===== config.mk =====
export PLATFORM = sky130hd
export DESIGN_NAME = ras
export DESIGN_NICKNAME = d
export VERILOG_FILES = /design/src/rtl/ras.sv
export SDC_FILE = /design/constraint.sdc
export NUM_CORES = 1
export LEC_CHECK = 0
export BUFFER_PORTS_ARGS = -buffer_cell sky130_fd_sc_hd__buf_4
export CAP_MARGIN = 10
export CORE_ASPECT_RATIO = 0.5
export CORE_UTILIZATION = 42
export DETAILED_ROUTE_END_ITERATION = 8
export PLACE_DENSITY_LB_ADDON = 0.08
export SLEW_MARGIN = 15
export SYNTH_ARGS = -nofsm -noshare
export SYNTH_HDL_FRONTEND = slang
export SYNTH_SLANG_ARGS = --single-unit

===== constraint.sdc =====
create_clock -name CLK -period 5.2 [get_ports CLK]
set_input_delay 1.56 -clock CLK [delete_from_list [all_inputs] [get_ports CLK]]
set_output_delay 1.56 -clock CLK [all_outputs]
set_load 0.02 [all_outputs]

===== src/rtl/ras.sv =====
// Return address stack for the fetch predictor: circular call/return target stack
// with checkpoint restore. Optional perf counters are built when RAS_PERF_COUNTERS_EN is defined.
module ras #(
    parameter int RAS_ENTRIES      = 8,
    parameter int RAS_INDEX_WIDTH  = $clog2(RAS_ENTRIES),
    parameter int RAS_TARGET_WIDTH = 31
) (
    input  logic                       CLK,
    input  logic                       nRST,
    input  logic                       link_valid,
    input  logic [31:0]                link_pc,
    input  logic                       ret_valid,
    output logic                       ret_present,
    output logic [31:0]                ret_target,
    output logic [RAS_INDEX_WIDTH-1:0] ras_index,
    output logic [RAS_INDEX_WIDTH:0]   ras_count,
    input  logic                       update_valid,
    input  logic [RAS_INDEX_WIDTH-1:0] update_ras_index,
    input  logic [RAS_INDEX_WIDTH:0]   update_ras_count
`ifdef RAS_PERF_COUNTERS_EN
    ,
    output logic [15:0]                perf_overflow_count,
    output logic [15:0]                perf_underflow_count
`endif
);

    localparam int IW = RAS_INDEX_WIDTH;
    localparam int CW = RAS_INDEX_WIDTH + 1;
    localparam logic [CW-1:0] FULL_COUNT = CW'(RAS_ENTRIES);

    typedef enum logic [2:0] {
        OP_NONE,
        OP_PUSH,
        OP_POP,
        OP_SWAP,
        OP_RESTORE
    } op_e;

    logic [RAS_TARGET_WIDTH-1:0] stack [RAS_ENTRIES];
    logic [IW-1:0]               ptr;
    logic [CW-1:0]               count;

    logic [IW-1:0]               top_idx;
    logic                        empty;
    logic                        full;
    op_e                         op;

    logic [IW-1:0]               ptr_nxt;
    logic [CW-1:0]               count_nxt;
    logic                        wr_en;
    logic [IW-1:0]               wr_idx;
    logic [RAS_TARGET_WIDTH-1:0] wr_data;

    assign top_idx     = ptr - 1'b1;
    assign empty       = (count == '0);
    assign full        = (count == FULL_COUNT);

    assign ret_present = !empty;
    assign ret_target  = {stack[top_idx], 1'b0};
    assign ras_index   = ptr;
    assign ras_count   = count;

    // A swap on an empty stack degenerates to a push; a pop on an empty stack does nothing.
    always_comb begin
        // NOTE: every signal driven here gets a default first, so no latch can be inferred.
        op = OP_NONE;
        if (update_valid) begin
            op = OP_RESTORE;
        end else if (link_valid && ret_valid) begin
            op = empty ? OP_PUSH : OP_SWAP;
        end else if (link_valid) begin
            op = OP_PUSH;
        end else if (ret_valid && !empty) begin
            op = OP_POP;
        end
    end

    always_comb begin
        ptr_nxt   = ptr;
        count_nxt = count;
        wr_en     = 1'b0;
        wr_idx    = ptr;
        wr_data   = link_pc[31:1];
        case (op)
            OP_PUSH: begin
                wr_en     = 1'b1;
                wr_idx    = ptr;
                ptr_nxt   = ptr + 1'b1;
                count_nxt = full ? count : count + 1'b1;
            end
            OP_POP: begin
                ptr_nxt   = top_idx;
                count_nxt = count - 1'b1;
            end
            OP_SWAP: begin
                wr_en  = 1'b1;
                wr_idx = top_idx;
            end
            OP_RESTORE: begin
                ptr_nxt   = update_ras_index;
                count_nxt = update_ras_count;
            end
            default: ;
        endcase
    end

    // NOTE: sequential state uses non-blocking assignments so every register samples pre-edge values.
    always_ff @(posedge CLK or negedge nRST) begin
        if (!nRST) begin
            ptr   <= '0;
            count <= '0;
        end else begin
            ptr   <= ptr_nxt;
            count <= count_nxt;
        end
    end

    // NOTE: the stack entries are reset because a restored pointer may expose any slot as the top.
    always_ff @(posedge CLK or negedge nRST) begin
        if (!nRST) begin
            for (int i = 0; i < RAS_ENTRIES; i++) begin
                stack[i] <= '0;
            end
        end else if (wr_en) begin
            stack[wr_idx] <= wr_data;
        end
    end

`ifdef RAS_PERF_COUNTERS_EN
    logic overflow_evt;
    logic underflow_evt;

    // Only plain pushes and pops count; a restore drops the request, so nothing is recorded.
    assign overflow_evt  = link_valid && !ret_valid && !update_valid && full;
    assign underflow_evt = ret_valid && !link_valid && !update_valid && empty;

    always_ff @(posedge CLK or negedge nRST) begin
        if (!nRST) begin
            perf_overflow_count  <= '0;
            perf_underflow_count <= '0;
        end else begin
            if (overflow_evt && perf_overflow_count != 16'hFFFF) begin
                perf_overflow_count <= perf_overflow_count + 16'd1;
            end
            if (underflow_evt && perf_underflow_count != 16'hFFFF) begin
                perf_underflow_count <= perf_underflow_count + 16'd1;
            end
        end
    end
`endif

    restore_count_legal: assert property (
        @(posedge CLK) disable iff (!nRST)
        update_valid |-> (update_ras_count <= FULL_COUNT)
    );

endmodule

==> After elaboration in Yosys (flattened, before gate mapping) <==
Cells that the tools add are included.
{ "classes": {"n_eq_ne": 6, "reduce_logical": 8, "add_sub_neg": 4, "bitwise": 2, "n_mux": 16, "n_lt_le_gt_ge": 3} }
{ "op_table": {"columns": ["operator", "count"], "rows": [
  ["$bwmux W248", 1],
  ["$bmux W31 S3", 1],
  ["$demux W31 S3", 1],
  ["$mux W31", 3],
  ["$pmux W4 S3", 1],
  ["$pmux W3 S3", 1],
  ["$ge A4 B4 Y1 const B", 2],
  ["$mux W2", 4],
  ["$not A3 Y4", 2],
  ["$eq A3 B2 Y1 const B", 2],
  ["$mux W3", 2],
  ["$add A4 B1 Y4 const B", 1],
  ["$eq A4 B4 Y1 const B", 1],
  ["$logic_not A4 Y1", 1],
  ["$lt A4 B1 Y1 const B", 1],
  ["$mux W4", 1],
  ["$sub A4 B1 Y4 const B", 1],
  ["$add A3 B1 Y3 const B", 1],
  ["$eq A3 B1 Y1 const B", 1],
  ["$eq A3 B3 Y1 const B", 1],
  ["$logic_and A1 B1 Y1", 3],
  ["$reduce_bool A3 Y1", 1],
  ["$sub A3 B1 Y3 const B", 1],
  ["$ne A2 B2 Y1 const B", 1],
  ["4 further kinds", 4]
]} }
{ "word_totals": {"out_inout_bits": 40, "regBits": 255, "input_bits": 44, "wordCells": 49} }

==> Logic depth before layout (Yosys ltp) <==
{ "logic_depth": {"depth_word": 15, "ltp_mapped": 9, "ltp_nobuf": 8} }

==> Worst setup path before layout <==
No wires, ideal clock.
{ "synth_path": {"path_kind": "register -> output", "from": "register ptr[0], in the netlist ras_index[0]", "to": "output port ret_target[10]", "t_required_ns": 3.640, "path_slack_ns": 0.782, "n_path_buf": 4, "path_stages_with_launch": 9, "t_arrival_ns": 2.858, "cell_sequence": "dfrtp_1 -> buf_1 -> buf_2 -> inv_1 -> ha_1 -> clkbuf_1 -> clkbuf_1 -> mux4_2 -> mux2_2"} }
{ "synth_via": {"elab_chain_len": 5} }
{ "synth_lines": {"columns": ["item", "line", "source"], "rows": [
  ["from (decl)", "40", "logic [IW-1:0] ptr;"],
  ["from (signal assigned)", "113", "ptr <= ptr_nxt;"],
  ["$sub A3 B1 Y3", "54", "assign top_idx = ptr - 1'b1;"],
  ["$not A3 Y4 (not written as such)", "59", "assign ret_target = {stack[top_idx], 1'b0};"],
  ["$bmux W31 S3", "59", null],
  ["$mux W31 (not written as such) (2 in a row)", "59", null],
  ["to (decl)", "14", "output logic [31:0] ret_target,"]
]} }
No other way between the ends. The select of a mux whose other input is x is not followed.

==> Worst setup path in the final report <==
{ "layout_path": {"from": "register ptr[0], in the netlist ras_index[0]", "to": "output port ret_target[21]"} }
Same word-level chain as after synthesis.

==> results list <==
- Main combinational cell family by area after synthesis: multiplexers
- Total iterations of the first detailed-routing run: 4
- Post-synthesis net count: 773
- Remaining design rule violation count: 0
- Yosys warnings: 0
- Maximum buffer depth of the clock tree: 3
- Detailed placement finished with a half-perimeter wire length of 15170 um.
* Number of distinct standard cells referenced by the synthesized netlist: 43
* Die extent in x: 238.9 um
- Of the total synthesized cell area, the portion taken by AND, OR, NAND and NOR gates is roughly 1.4%.
* Via count: 6463
* Most frequent cells after synthesis: mux2_2 (268), dfrtp_1 (255), mux4_2 (62), buf_2 (26), nand2_1 (14)
* Max-capacitance violation count: 0
* Headroom to the max-slew limit: a little under two fifths
- Element type at the critical path end: output port
- Final global-route overflow total: 0
- Upper clock frequency limit: 209.3 MHz
* Most frequent cell after synthesis: mux2_2
* Worst clock skew: approximately 15 ps
- The via count of the first global-routing pass is 7073.
- Post-CTS clock slew at the launch and capture registers of the worst setup and hold paths: 60 ps
- Hold Vio Cnt, Final: 0
- Class of the worst hold path: reg2reg
- STA puts the critical path data required time at ~3600 ps.
- Area of all placed cells without fillers: between 10000 and 15000 sq um
- Most used flip-flop cell after synthesis: dfrtp_1
- The synthesized netlist devotes 0.5203% of its cell area to XOR and XNOR gates.
* Area of the mapped netlist: around 12000 sq um
- Setup repair after global routing missed its margin: no
- Once detail routing completed, the nets flagged for antenna violations numbered 0.
* Post-synthesis mux area share: 38.78%
- Initial DRC count: 314
- Via-per-instance ratio: 5.404
- Number of antenna violations at the first check in global routing: 0
- Static Leakage: 5.822 nW
- Routability-driven placement congestion ratio: 0.7628
- After synthesis, the share of flip-flops with an asynchronous set or reset is 100.0%.
- The number of slew-limit violations in the final report is 0.
* Worst-skew pair later-pin latency: 530 ps
* Flip-flop and latch count after synthesis: 255
* Critical Path AT: about 3200 ps
* Highest net fanout along the worst path: 36
- Number of port buffers: 81
* Starting utilization of the core area: 43.62%
* Boundary pin count: 84
- Setup total negative slack on the finished layout was measured at 0 ps.
* # setup viols final: 0
- Layout filler cell count: 2285
* Pin count of the biggest net entering global routing: 119
- The largest single stage delay on the critical path is around 750 ps.
- Compared with the post-synthesis result, the final layout area differs by 16.30%.
- Post-cts sizing count: 0
- Synth Area in Adders: less than 1%
- For this design the ratio of total power to cell area is 598.3 nW/um^2.
* Nets: ~850
- For this design, the sink count on the clock tree is 255.
- The worst setup path is of the reg2out kind.
- Summing the areas of all compound-gate instances in the mapped netlist gives under 10% of the synthesized area.
* CTS H-tree lvls: 1
- Across every metal layer, demand over resource in global routing totals 18.69%.
- Largest cells by area after synthesis: dfrtp_1 (54%), mux2_2 (26%), mux4_2 (12%), mux2_1 (1.1%), buf_2 (1.1%)
* Slowest cell on crit path: dfrtp_4
- Cells with a size suffix above 1 make up 58.88% of the layout.
- Setup slack after layout: 422.8 ps
- Number of synthesized flops with an enable pin: 0
- Instance count after placement with tap cells included: 1153
- Clock tree synthesis inserted a total of 24 buffers.
- Portion of the clock cycle consumed by the worst path in the final layout: 91.87%
- Core area: approximately 27000 sq um
- Die H: 120.4 um
* Period minus WS final: 4777 ps
* Hold-fix buffer count after cts: 0
* Setup slack after placement: 908.7 ps
- WL final: 25480 um
* Global-route wire length before repair: 41030 um
* WL/cell: ~21 um
- Cells after synthesis: 724
* Result of the run: finished clean
- The number of setup buffers added after CTS is 0.
* Seq/Total Area, Yosys: between 50% and 60%
- Antenna diodes: 0
- dfrtp_1 takes more of the synthesized area than any other cell.
* Cell Chain, Critical Path: inv_1 -> ha_4 -> buf_12 -> mux4_2 -> mux2_2 -> buf_4
- Leaving out filler cells and counting taps, the final layout contains 1196.
* Actual transition at the worst max-transition pin: 926.4 ps
* Peak supply drop: 0.0002448 V
- TritonCTS built the clock tree.
- Area fraction of the dominant cell type after synthesis: 54.16%
- Placed cell area: 12910 sq um
- In this run the clock root is driven by a clkbuf_16.
- Average size of a mapped cell: 16.27 sq um
- The worst setup path is launched from a flip-flop.
- The floorplan has 42 rows.
* Area enclosed by the die boundary: 28770 sq um
-- cell type report --
class / count / area, sq um / area share, %
Multi-Input combinational cell: 416 / 5207 / 38.00
Inverter: 7 / 26.28 / 0.1917
Clock buffer: 37 / 730.7 / 5.332
Sequential cell: 255 / 6385 / 46.59
Timing Repair Buffer: 101 / 828.3 / 6.045
Clock inverter: 6 / 57.56 / 0.4200
Tap cell: 374 / 467.9 / 3.415
-- where the power goes --
part | switching, mW | total (mW) | leakage [nW] | internal (mW)
Sequential | 0.490 | 3.44 | 3.11 | 2.95
Combinational | 1.18 | 3.00 | 2.32 | 1.82
Clock | 0.752 | 1.77 | 0.388 | 1.02
-- layer usage --
layer  part of all wire [%]  track usage (%)
met1                     49            26.97
met2                     47            29.71
met3                    2.8            3.219
met4                    1.7            4.006
met5                      0                0
-- critical path: cells and delay by family (launching register included) --
family | cells | cell delay (ps)
flops | 1 | 750
mux | 2 | 640
buf+inv | 3 | 590
fa+ha+maj | 1 | 690
-- worst paths after layout --
path	slack, ps	start	end	cells after the start
max reg2reg	1540	ras_index[0]	stack[111]	8
min reg2reg	490	stack[124]	stack[124]	1
max in group asynchronous	3000	nRST	stack[224]	2
min	490	stack[124]	stack[124]	1
min in group asynchronous	1120	nRST	stack[55]	1
max	420	ras_index[0]	ret_target[21]	6
-- metrics by stage --
stage / util, % / power (mW) / hold WS, ps
after floorplan: - / 5.529 / 452.4
after global placement: 47.81 / 6.392 / 462.9
after detailed placement: 47.81 / 6.515 / 473.4
after CTS: 50.73 / 8.315 / 487.3
after global routing: 50.73 / 8.690 / 495.3
final: 50.73 / 8.199 / 485.2
-- cells in the final DEF (no fill, tap or decap), drive strengths merged, types with 2 or more instances in the layout --
master / synthesis / final
dfrtp: 255 / 255
mux2i: 2 / 2
ha: 4 / 4
o32ai: 2 / 2
o21ai: 5 / 5
nand3: 3 / 3
mux2: 280 / 280
mux4: 62 / 62
nand2b: 6 / 6
o22a: 2 / 2
inv: 7 / 7
clkinv: 0 / 4
nor3: 2 / 2
nand2: 16 / 16
xnor2: 6 / 6
o22ai: 4 / 4
nor2: 3 / 3
buf: 34 / 101
clkbuf: 12 / 37
-- cell families after synthesis --
group                      count (synthesis)
other                                      1
muxes                                    344
xor gates and xnor gates                   7
adders and majority gates                  5
DFF                                      255
and+or+nand+nor                           34
AOI/OAI and AO/OA                         25
buffers and inverters                     53
-- registers in the layout, summed over array words and instances (netlist names) --
register	flops
ras_count	4
ras_index	3
stack	248
Note: power is estimated with default switching activity, not from simulation.
